[src/rtl/sda_ctrl.sv]
// I2C SDA engine: follows the SCL generator's level, emits optional START/STOP,
// shifts one byte out or in, handles the ACK bit and reports status through SDAR.
module sda_ctrl #(
  parameter logic [15:0] HOLD = 16'h007D
) (
  input  logic        clk,
  input  logic        reset_n,
  input  logic        SCL_BUS,
  input  logic        SDA_IN,
  input  logic [15:0] MDR,
  input  logic        LD_SDAR,
  output logic        SDA_OE,
  output logic [15:0] SDAR,
  output logic        WR,
  output logic        DONE
);

  typedef enum logic [2:0] {IDLE, START, BIT, ACK, STOP, FIN} state_t;

  state_t      state, state_nxt;

  logic        scl_q, armed, phase_hi;
  logic [15:0] hold_cnt;
  logic        rise, fall, scl_edge, act_low, act_high;

  logic [7:0]  tx_byte, rx_sh, rx_byte;
  logic        stop_en, read_en, mack;
  logic [2:0]  bit_idx;
  logic        low_seen, fin_wait, busy, ovr, ack_bit;

  logic        load_cmd, ovr_set, oe_we, oe_val, low_mark, low_clear;
  logic        bit_dec, rx_shift, ack_cap, rx_cap, fin_arm, finish;
  logic        unused_mdr;

  assign unused_mdr = ^MDR[15:12];

  assign rise     = SCL_BUS & ~scl_q;
  assign fall     = ~SCL_BUS & scl_q;
  assign scl_edge = rise | fall;
  assign act_low  = armed & (hold_cnt == 16'd0) & ~scl_edge & ~phase_hi;
  assign act_high = armed & (hold_cnt == 16'd0) & ~scl_edge & phase_hi;

  // A new SCL edge always re-arms the counter, dropping any action still pending.
  always_ff @(posedge clk or negedge reset_n) begin
    if (!reset_n) begin
      scl_q    <= 1'b1;
      hold_cnt <= 16'd0;
      armed    <= 1'b0;
      phase_hi <= 1'b0;
    end else begin
      scl_q <= SCL_BUS;
      if (scl_edge) begin
        hold_cnt <= HOLD;
        armed    <= 1'b1;
        phase_hi <= SCL_BUS;
      end else if (armed) begin
        if (hold_cnt == 16'd0) armed <= 1'b0;
        else                   hold_cnt <= hold_cnt - 16'd1;
      end
    end
  end

  always_ff @(posedge clk or negedge reset_n) begin
    if (!reset_n) state <= IDLE;
    else          state <= state_nxt;
  end

  always_comb begin
    state_nxt = state;
    case (state)
      IDLE:    if (LD_SDAR) state_nxt = MDR[8] ? START : BIT;
      START:   if (act_high) state_nxt = BIT;
      BIT:     if (act_high && low_seen && bit_idx == 3'd0) state_nxt = ACK;
      ACK:     if (act_high && low_seen) state_nxt = stop_en ? STOP : FIN;
      STOP:    if (act_high && low_seen) state_nxt = FIN;
      FIN:     if (!fin_wait || act_low) state_nxt = IDLE;
      default: state_nxt = IDLE;
    endcase
  end

  // A mid-high only counts once the matching mid-low of the same bit has been seen.
  always_comb begin
    load_cmd  = 1'b0;
    ovr_set   = 1'b0;
    oe_we     = 1'b0;
    oe_val    = 1'b0;
    low_mark  = 1'b0;
    low_clear = 1'b0;
    bit_dec   = 1'b0;
    rx_shift  = 1'b0;
    ack_cap   = 1'b0;
    rx_cap    = 1'b0;
    fin_arm   = 1'b0;
    finish    = 1'b0;
    if (state == IDLE) load_cmd = LD_SDAR;
    else               ovr_set  = LD_SDAR;
    case (state)
      START: begin
        if (act_high) begin
          oe_we  = 1'b1;
          oe_val = 1'b1;
        end
      end
      BIT: begin
        if (act_low) begin
          oe_we    = 1'b1;
          oe_val   = read_en ? 1'b0 : ~tx_byte[bit_idx];
          low_mark = 1'b1;
        end
        if (act_high && low_seen) begin
          low_clear = 1'b1;
          rx_shift  = read_en;
          bit_dec   = 1'b1;
        end
      end
      ACK: begin
        if (act_low) begin
          oe_we    = 1'b1;
          oe_val   = read_en ? ~mack : 1'b0;
          low_mark = 1'b1;
        end
        if (act_high && low_seen) begin
          low_clear = 1'b1;
          ack_cap   = ~read_en;
          rx_cap    = 1'b1;
          fin_arm   = ~stop_en;
        end
      end
      STOP: begin
        if (act_low) begin
          oe_we    = 1'b1;
          oe_val   = 1'b1;
          low_mark = 1'b1;
        end
        if (act_high && low_seen) begin
          oe_we     = 1'b1;
          oe_val    = 1'b0;
          low_clear = 1'b1;
        end
      end
      FIN: begin
        if (!fin_wait || act_low) begin
          oe_we  = 1'b1;
          oe_val = 1'b0;
          finish = 1'b1;
        end
      end
      default: ;
    endcase
  end

  always_ff @(posedge clk or negedge reset_n) begin
    if (!reset_n) begin
      SDA_OE   <= 1'b0;
      WR       <= 1'b0;
      DONE     <= 1'b0;
      tx_byte  <= 8'h00;
      stop_en  <= 1'b0;
      read_en  <= 1'b0;
      mack     <= 1'b0;
      bit_idx  <= 3'd7;
      rx_sh    <= 8'h00;
      rx_byte  <= 8'h00;
      ack_bit  <= 1'b0;
      low_seen <= 1'b0;
      fin_wait <= 1'b0;
      busy     <= 1'b0;
      ovr      <= 1'b0;
    end else begin
      WR   <= load_cmd;
      DONE <= finish;
      if (load_cmd) begin
        tx_byte <= MDR[7:0];
        stop_en <= MDR[9];
        read_en <= MDR[10];
        mack    <= MDR[11];
        bit_idx <= 3'd7;
        busy    <= 1'b1;
        ovr     <= 1'b0;
      end
      if (ovr_set) ovr <= 1'b1;
      if (oe_we) SDA_OE <= oe_val;
      if (low_mark)                   low_seen <= 1'b1;
      else if (low_clear || load_cmd) low_seen <= 1'b0;
      if (bit_dec)  bit_idx <= bit_idx - 3'd1;
      if (rx_shift) rx_sh   <= {rx_sh[6:0], SDA_IN};
      if (ack_cap)  ack_bit <= SDA_IN;
      if (rx_cap)   rx_byte <= rx_sh;
      if (fin_arm)     fin_wait <= 1'b1;
      else if (finish) fin_wait <= 1'b0;
      if (finish) busy <= 1'b0;
    end
  end

  assign SDAR = {busy, ovr, 5'b00000, ack_bit, rx_byte};

endmodule

[config.mk]
export PLATFORM = sky130hd
export DESIGN_NAME = sda_ctrl
export DESIGN_NICKNAME = d
export VERILOG_FILES = /design/src/rtl/sda_ctrl.sv
export SDC_FILE = /design/constraint.sdc
export NUM_CORES = 1
export LEC_CHECK = 0
export BUFFER_PORTS_ARGS = -buffer_cell sky130_fd_sc_hd__clkbuf_2
export CELL_PAD_IN_SITES_DETAIL_PLACEMENT = 1
export CELL_PAD_IN_SITES_GLOBAL_PLACEMENT = 2
export CORE_ASPECT_RATIO = 0.5
export CORE_MARGIN = 1.5
export CORE_UTILIZATION = 40
export DETAILED_ROUTE_END_ITERATION = 16
export PLACE_DENSITY_LB_ADDON = 0.2
export SLEW_MARGIN = 20
export SYNTH_ARGS = -nofsm -noshare
export SYNTH_HDL_FRONTEND = slang
export SYNTH_SLANG_ARGS = --single-unit
[constraint.sdc]
create_clock -name clk -period 4.2 [get_ports clk]
set_input_delay 0.84 -clock clk [delete_from_list [all_inputs] [get_ports clk]]
set_output_delay 0.84 -clock clk [all_outputs]
set_load 0.01 [all_outputs]
; After elaboration in Yosys (flattened, before gate mapping)
; Cells that the tools add are included.
[classes]
n_addsub = 2
mul = 0
div_mod_pow = 0
n_lt_le_gt_ge = 1
eq_ne = 12
n_shift = 0
n_mux = 52
bitwise = 15
n_reduce_logical = 18
[op_table]
columns = op, n
row1 = $mux 16, 3
row2 = $mux 1, 36
row3 = $mux 3, 8
row4 = $pmux 3 s6, 1
row5 = $logic_not 16->1, 1
row6 = $sub 16x1->16 const B, 1
row7 = $ne 2x2->1 const B, 7
row8 = $reduce_bool 2->1, 6
row9 = $not 1->1, 8
row10 = $pmux 1 s4, 2
row11 = $and 1x1->1, 6
row12 = $eq 3x2->1 const B, 2
row13 = $eq 3x3->1 const B, 2
row14 = $logic_not 3->1, 2
row15 = $reduce_and 6->1, 1
row16 = $lt 3x4->1 const B, 1
row17 = $bmux 1 s3, 1
row18 = $eq 3x1->1 const B, 1
row19 = $reduce_or 3->1, 1
row20 = $sub 3x1->3 const B, 1
row21 = $logic_and 1x1->1, 2
row22 = $logic_or 1x1->1, 2
row23 = $mux 2, 1
row24 = $reduce_and 2->1, 1
row25 = 3 further kinds, 3
[totals]
reg_bits = 60
latch_bits = 0
mem_bits_rw = 0
rom_bits = 0
in_bits = 21
out_inout_bits = 19
wordCells = 120
mem_count = 0

; Depth between registers and ports, before layout
; Gate-level depths: netlist of run 1.
[logic_depth]
depth_word = 12
ltp_mapped = 9
ltp_nobuf = 8

; Worst setup path after synthesis of run 1
; Ideal clock, no wire load.
[synth_path]
path_type = in2reg
from = input SCL_BUS
to = register rx_sh[0]
setup_time_ps = 125
arrival_ps = 2416
required_time_ps = 4075
setup_slack_ps = 1660
stages = 5
path_buffers = 0
cell_sequence = xnor2_1 -> nand4_1 -> nor4_4 -> nand2_2 -> mux2_2
[synth_via]
elab_chain_cells = 9
word_cells_on_any_way = 10
classes_between = mux (2) / bitwise (7) / reduce/logical (1)
[synth_lines]
columns = element, line_no
row1 = start: declaration, 8  ; input logic SCL_BUS,
row2 = $not 1->1, 38  ; assign fall = ~SCL_BUS & scl_q;
row3 = $and 1x1->1, 38
row4 = $or 1x1->1 *, 39  ; assign scl_edge = rise | fall;
row5 = $not 1->1 *, 41  ; assign act_high = armed & (hold_cnt == 16'd0) & ~scl_edge & phase_hi;
row6 = $and 1x1->1 * (2 in a row), 41
row7 = $logic_and 1x1->1 *, 110  ; if (act_high && low_seen) begin
row8 = $mux 1 *, 110
row9 = $mux 1 *, 97  ; case (state)
row10 = end signal: assignment, 186  ; if (rx_shift) rx_sh <= {rx_sh[6:0], SDA_IN};
row11 = end: declaration, 26  ; logic [7:0] tx_byte, rx_sh, rx_byte;
; Mark *: on every way between the ends. The rest lies on a longest branch, timed or not.
; A chain may end at the register's enable or synchronous reset.

; Worst setup path after layout of run 1
[layout_path]
from = register hold_cnt[5]
to = register ack_bit
[layout_via]
elab_chain_cells = 7
[layout_lines]
columns = element, line_no
row1 = start: declaration, 23  ; logic [15:0] hold_cnt;
row2 = start signal: assignment, 58  ; else hold_cnt <= hold_cnt - 16'd1;
row3 = $logic_not 16->1, 41
row4 = $and 1x1->1 (3 in a row), 41
row5 = $logic_and 1x1->1, 122  ; if (act_high && low_seen) begin
row6 = $mux 1, 122
row7 = $mux 1, 97
row8 = end signal: assignment, 164  ; ack_bit <= 1'b0;
row9 = end signal: assignment, 187  ; if (ack_cap) ack_bit <= SDA_IN;
row10 = end: declaration, 29  ; logic low_seen, fin_wait, busy, ovr, ack_bit;
; Every way passes these cells.

==> metrics, run 1 <==
status=completed; gpl congestion=0.8092; Area contributors post-synth=dfrtp_1 49%, mux2_2 11%, dfstp_2 3.7%, xnor2_1 3.7%, nor2_1 3.4%; pwr/cell area=496.4 nW/um^2; f_max=0.3521 GHz; Die H=62.97 um; IO Pins=40; Post-Layout Inst Area=3368 um^2; fin crit share=67.63%; CTS Root Cell=clkbuf_16; worst vdd ir=183.1 uV; clk slew on worst S/H paths=0.05 ns; CP Launch Point=hold_cnt[5]; Area after DPL=3098 um^2; number of global-route vias before repair=2208; Sequential Power Share=44.7%; switching share of power=26.77%; # diodes=0; number of synthesized flops with an enable pin=0; residual DRC count=0; Internal Power=1.224 mW; GR Overflow Total=0; FF/Latch Area=1506 um^2; Yosys reg bits=60; Fillers=764; die width=122.9 um; DP HPWL=4323 um; initial DRC count=88; CP required=4.41 ns; Core Box Area=6805 um^2; Die Area=7740 um^2; Post-Syn Instances=258; vias=2020; endpoints failing setup=0; Post-CTS Resized=0; worst reg2reg endpoint=ack_bit; RSZ-0062 raised after global routing=false; first-pass GRT wire length=10940 um; Sw Pwr=447.7 uW; clock sinks=60; htree depth=3; ANT nets after route=0; HP Class=input port to async pin; Setup TNS Final=0 ns; Max-cap violations=0; Worst-Skew Late Latency=0.33 ns; critical-path maximum fanout=11; WS Path Type=flip-flop to flip-flop; Post-Syn Area per Cell=11.15 um^2; Initial Util=42.27%; post-cts hold buffer count=0; Setup crit end kind=flip-flop; Rel. slew slack=50.02%; largest net degree at the start of global routing=42; cell taking the most area after synthesis=dfrtp_1; top_reg_cell synth=dfrtp_1; Mapped Area=2877 um^2; Combinational Power Share=15.6%; leak pwr=1.525 nW; pins over their slew limit=0; row count=21; post-route minimum period=2.840 ns; DRT Wirelength=6087 um; Setup Fix Bufs, Post-CTS=0; most numerous cell in the Yosys netlist=dfrtp_1; startpoint types=flip-flop; Synth warnings=0; Seq/Total Area, Yosys=52.37%; GRT Total Usage=18.69%; Least-Margin Pin Slew=0.7497 ns; arrival time worst endpoint=3.05 ns; commonest cells in the netlist=56 x dfrtp_1, 28 x mux2_2, 26 x nor2_1, 17 x nand2_1, 12 x xnor2_1; reg2reg path depth=6; Longest Clk Path Bufs=2; skew final=0.004369 ns; area of the multi-input gates=1262 um^2; Layout Nets=315; DRT Pass-1 Iters=4; Reg2Reg Setup Slack=1.36 ns; R2R Path Start=hold_cnt[5]; layout cells sized above 1=30.95%; input/output buffers=30; drt wl/cell=15.77 um; Num CTS Buffers=9; antenna violations before repair=0; Final Hold Fails=0; Post-synth ARST share=100.0%; routed vias/inst=5.233; top cell type's share of synthesized area=48.72%; CTS tree=done; Synth-to-Final Area Change=17.09%; post-synthesis cell type count=46; Clk network pwr share=39.7%
==> worst max-delay path: stages, from the launching register on <==
cell and delay, ns:
dfrtp_1 0.43, or4_4 0.56, or4b_4 0.55, nor4_1 0.28, nand2_1 0.34, nor2_1 0.21, mux2_2 0.35
==> sequential cells by signal, indices dropped and copies added, names as in the netlist <==
register	count
ack_bit	1
state	3
DONE	1
tx_byte	8
stop_en	1
low_seen	1
phase_hi	1
hold_cnt	16
mack	1
SDA_OE	1
fin_wait	1
scl_q	1
rx_byte	8
armed	1
ovr	1
bit_idx	3
busy	1
read_en	1
rx_sh	8
WR	1
==> cells in the final DEF (no fill, tap or decap), types with 5 or more instances in the layout <==
| cell | netlist | routed |
|---|---|---|
| dfrtp_1 | 56 | 56 |
| clkbuf_2 | 0 | 30 |
| mux2_2 | 28 | 28 |
| nor2_1 | 26 | 26 |
| nand2_1 | 17 | 17 |
| xnor2_1 | 12 | 12 |
| inv_1 | 9 | 9 |
| nor4_1 | 9 | 9 |
| clkbuf_16 | 0 | 9 |
| a21oi_1 | 8 | 8 |
| o21ai_0 | 8 | 8 |
| nor3_1 | 5 | 5 |
| conb_1 | 1 | 5 |
==> metrics by stage <==
stage	utilization, %	power [mW]	setup slack [ns]	hold slack (ns)	cells
3_3_place_gp	45.52	1.003	1.403	0.4729	371
6_report	49.49	1.672	1.360	0.4723	386
3_5_place_dp	45.52	1.017	1.401	0.4912	371
5_1_grt	49.49	1.776	1.244	0.4988	386
4_1_cts	49.49	1.701	1.360	0.4803	386
2_1_floorplan	-	0.9325	1.660	0.4582	262
==> routing by layer <==
layer	vias to the layer above	share of wire, %	global-route usage, %	wire length, um
li1	952	-	-	-
met2	33	46	29.17	2783
met5	-	0	0	0
met4	0	1.3	5.669	81
met3	9	4.5	7.482	272
met1	1026	48	23.85	2949
==> area by class of cell <==
class | instances | share of cell area, %
clock buffer | 13 | 7.727
multi-input combinational | 176 | 37.48
inverter | 9 | 1.003
clock inverter | 2 | 0.2972
sequential | 60 | 44.72
timing repair buffer | 34 | 5.349
tap | 92 | 3.418
==> how the worst max path moves through the flow <==
stage | end | slack (ns) | cells past startpoint
4_1_cts | ack_bit | 1.36 | 6
2_1_floorplan | rx_sh[0] | 1.66 | 5
3_5_place_dp | ack_bit | 1.40 | 6
3_3_place_gp | ack_bit | 1.40 | 6
5_1_grt | ack_bit | 1.24 | 6
6_report | ack_bit | 1.36 | 6
==> kinds of logic after synthesis <==
group	after synthesis	synth area share (%)
compound gates	28	5.959
xor+xnor	16	4.872
fa+ha+maj	5	2.088
buf+inv	26	4.480
flops	60	52.37
mux	31	12.87
other cells	1	0.1304
simple gates	91	17.22
==> power groups by stage <==
stage	registers [mW]	logic (mW)	clock network [mW]
after floorplan	0.710	0.222	0
after global placement	0.748	0.254	0
after detailed placement	0.755	0.262	0
after CTS	0.747	0.266	0.688
after global routing	0.761	0.296	0.719
final	0.747	0.261	0.664
No activity file was read; power rests on OpenSTA's default activity.
==> run 2: changes to the inputs <==
CORE_UTILIZATION = 37   (was 40)
clock period = 2.75 ns   (was 4.2 ns; I/O delays follow)
==> run 2 against run 1 <==
Worst setup slack lost 1.2 ns. Largest cell class unchanged. Cell count increased by 3.1%. Non-clock buffer count is 7 higher.
==> metrics, run 2 (same netlist as run 1, synthesis figures left out) <==
# diodes=0; pwr/cell area=763.8 nW/um^2; most used routing layer=met2; worst vdd ir=349.6 uV; Max-cap violations=0; Setup Fix Bufs, Post-CTS=0; CP max stage delay=0.56 ns; total power=2.639 mW; Layout Nets=322; HP Class=input port to async pin; leading cell type in the layout, fill and taps excluded=dfrtp_1; Initial Util=38.70%; fin crit share=93.01%; Setup TNS Final=0 ns; CTS tree=done; GRT met3 Usage=5.619%; critical-path maximum fanout=5; post-cts hold buffer count=0; clock sinks=60; Worst-Skew Late Latency=0.33 ns; Area after DPL=3156 um^2; antenna violations before repair=0; arrival time worst endpoint=2.77 ns; input/output buffers=30; WS Path Type=flip-flop to flip-flop; gpl congestion=0.8217; leak pwr=1.563 nW; skew final=0.005472 ns; first-pass GRT wire length=10810 um; Synth-to-Final Area Change=20.10%; DP HPWL=4344 um; max FFs per register=16; critical-path cell list=or4_4, or4b_4, nor4_1, nand2_1, nor2_1, mux2_2; residual DRC count=0; endpoints failing setup=0; post-route minimum period=2.558 ns; Post-Layout Inst Area=3455 um^2; most frequent cells in the layout=56 x dfrtp_1, 30 x clkbuf_2, 28 x mux2_2; vias=2032; GR Overflow Total=0; Die H=65.35 um; Final Hold Fails=0; routed vias/inst=5.106; Core Box Area=7432 um^2; Least-Margin Pin Slew=0.7839 ns; GR Util met1=21.24%; startpoint types=flip-flop; CP required=2.96 ns; f_max=0.3909 GHz; largest net degree at the start of global routing=61; initial DRC count=54; Setup crit end kind=flip-flop; ANT nets after route=0; GRT Total Usage=17.28%; DRT Wirelength=6219 um; RSZ-0062 raised after global routing=false; IO Pins=40; CP max-delay cell=or4b_4; layout cells sized above 1=33.44%; number of global-route vias before repair=2205; Longest Clk Path Bufs=2; drt wl/cell=15.63 um; CTS Root Cell=clkbuf_16; status=completed; clk slew on worst S/H paths=0.05 ns; row count=22; most flop-heavy register=hold_cnt; pins over their slew limit=0; Die Area=8344 um^2; die width=127.7 um; Rel. slew slack=47.74%; Post-CTS Resized=0; Num CTS Buffers=9; DRT Pass-1 Iters=4; met2 GRT Util=28.24%; htree depth=3
run 2: cell types whose count changed in the layout (fill, tap and decap cells not counted), sizes merged:
cell,delta
clkinvlp,+2
buf,+7
clkbuf,-1
run 2: routing by layer:
metal,vias up,wire length [um]
met4,0,84
li1,972,-
met1,1021,3011
met5,-,0
met3,7,229
met2,32,2894
run 2: layout make-up:
type                    count  area (um^2)
fillers                   813         3978
flip-flops and latches     60         1506
multi-input cells         176         1262
clock buffers              12        266.5
repair buffers             41        232.7
well taps                  96        120.1
inverters                   9        33.78
clock inverters             4        32.53
run 2: power breakdown:
group | switching (mW) | internal, mW
registers | 0.0975 | 1.01
clock network | 0.405 | 0.685
logic | 0.221 | 0.216
total | 0.724 | 1.92
run 2: worst paths after layout:
check                            startpoint          end  slack, ns  depth (start not counted)
min in group clk                    SCL_BUS        scl_q       0.36                          1
worst min register to register   rx_byte[4]   rx_byte[4]       0.50                          1
worst max register to register  hold_cnt[5]      ack_bit       0.19                          6
worst min-delay path                reset_n   tx_byte[6]       0.36                          2
max in group asynchronous           reset_n  hold_cnt[7]       1.84                          2
worst max-delay path            hold_cnt[5]      ack_bit       0.19                          6
run 2: metrics by stage:
stage                     hold WS (ns)  utilization [%]  cells  setup WS [ns]
after floorplan                 0.2544                -    262         0.2569
after global placement          0.4771            42.46    382         0.2388
after detailed placement        0.4974            42.46    382         0.2116
after CTS                       0.3452            46.48    398         0.1928
after global routing            0.3575            46.48    398        0.06006
final                           0.3589            46.48    398         0.1921
run 2: worst max-delay path: cells and delay by family (launching register included):
kind | cells | cell delay [ns]
flip-flops | 1 | 0.37
multiplexers | 1 | 0.35
AND/OR/NAND/NOR | 5 | 1.73
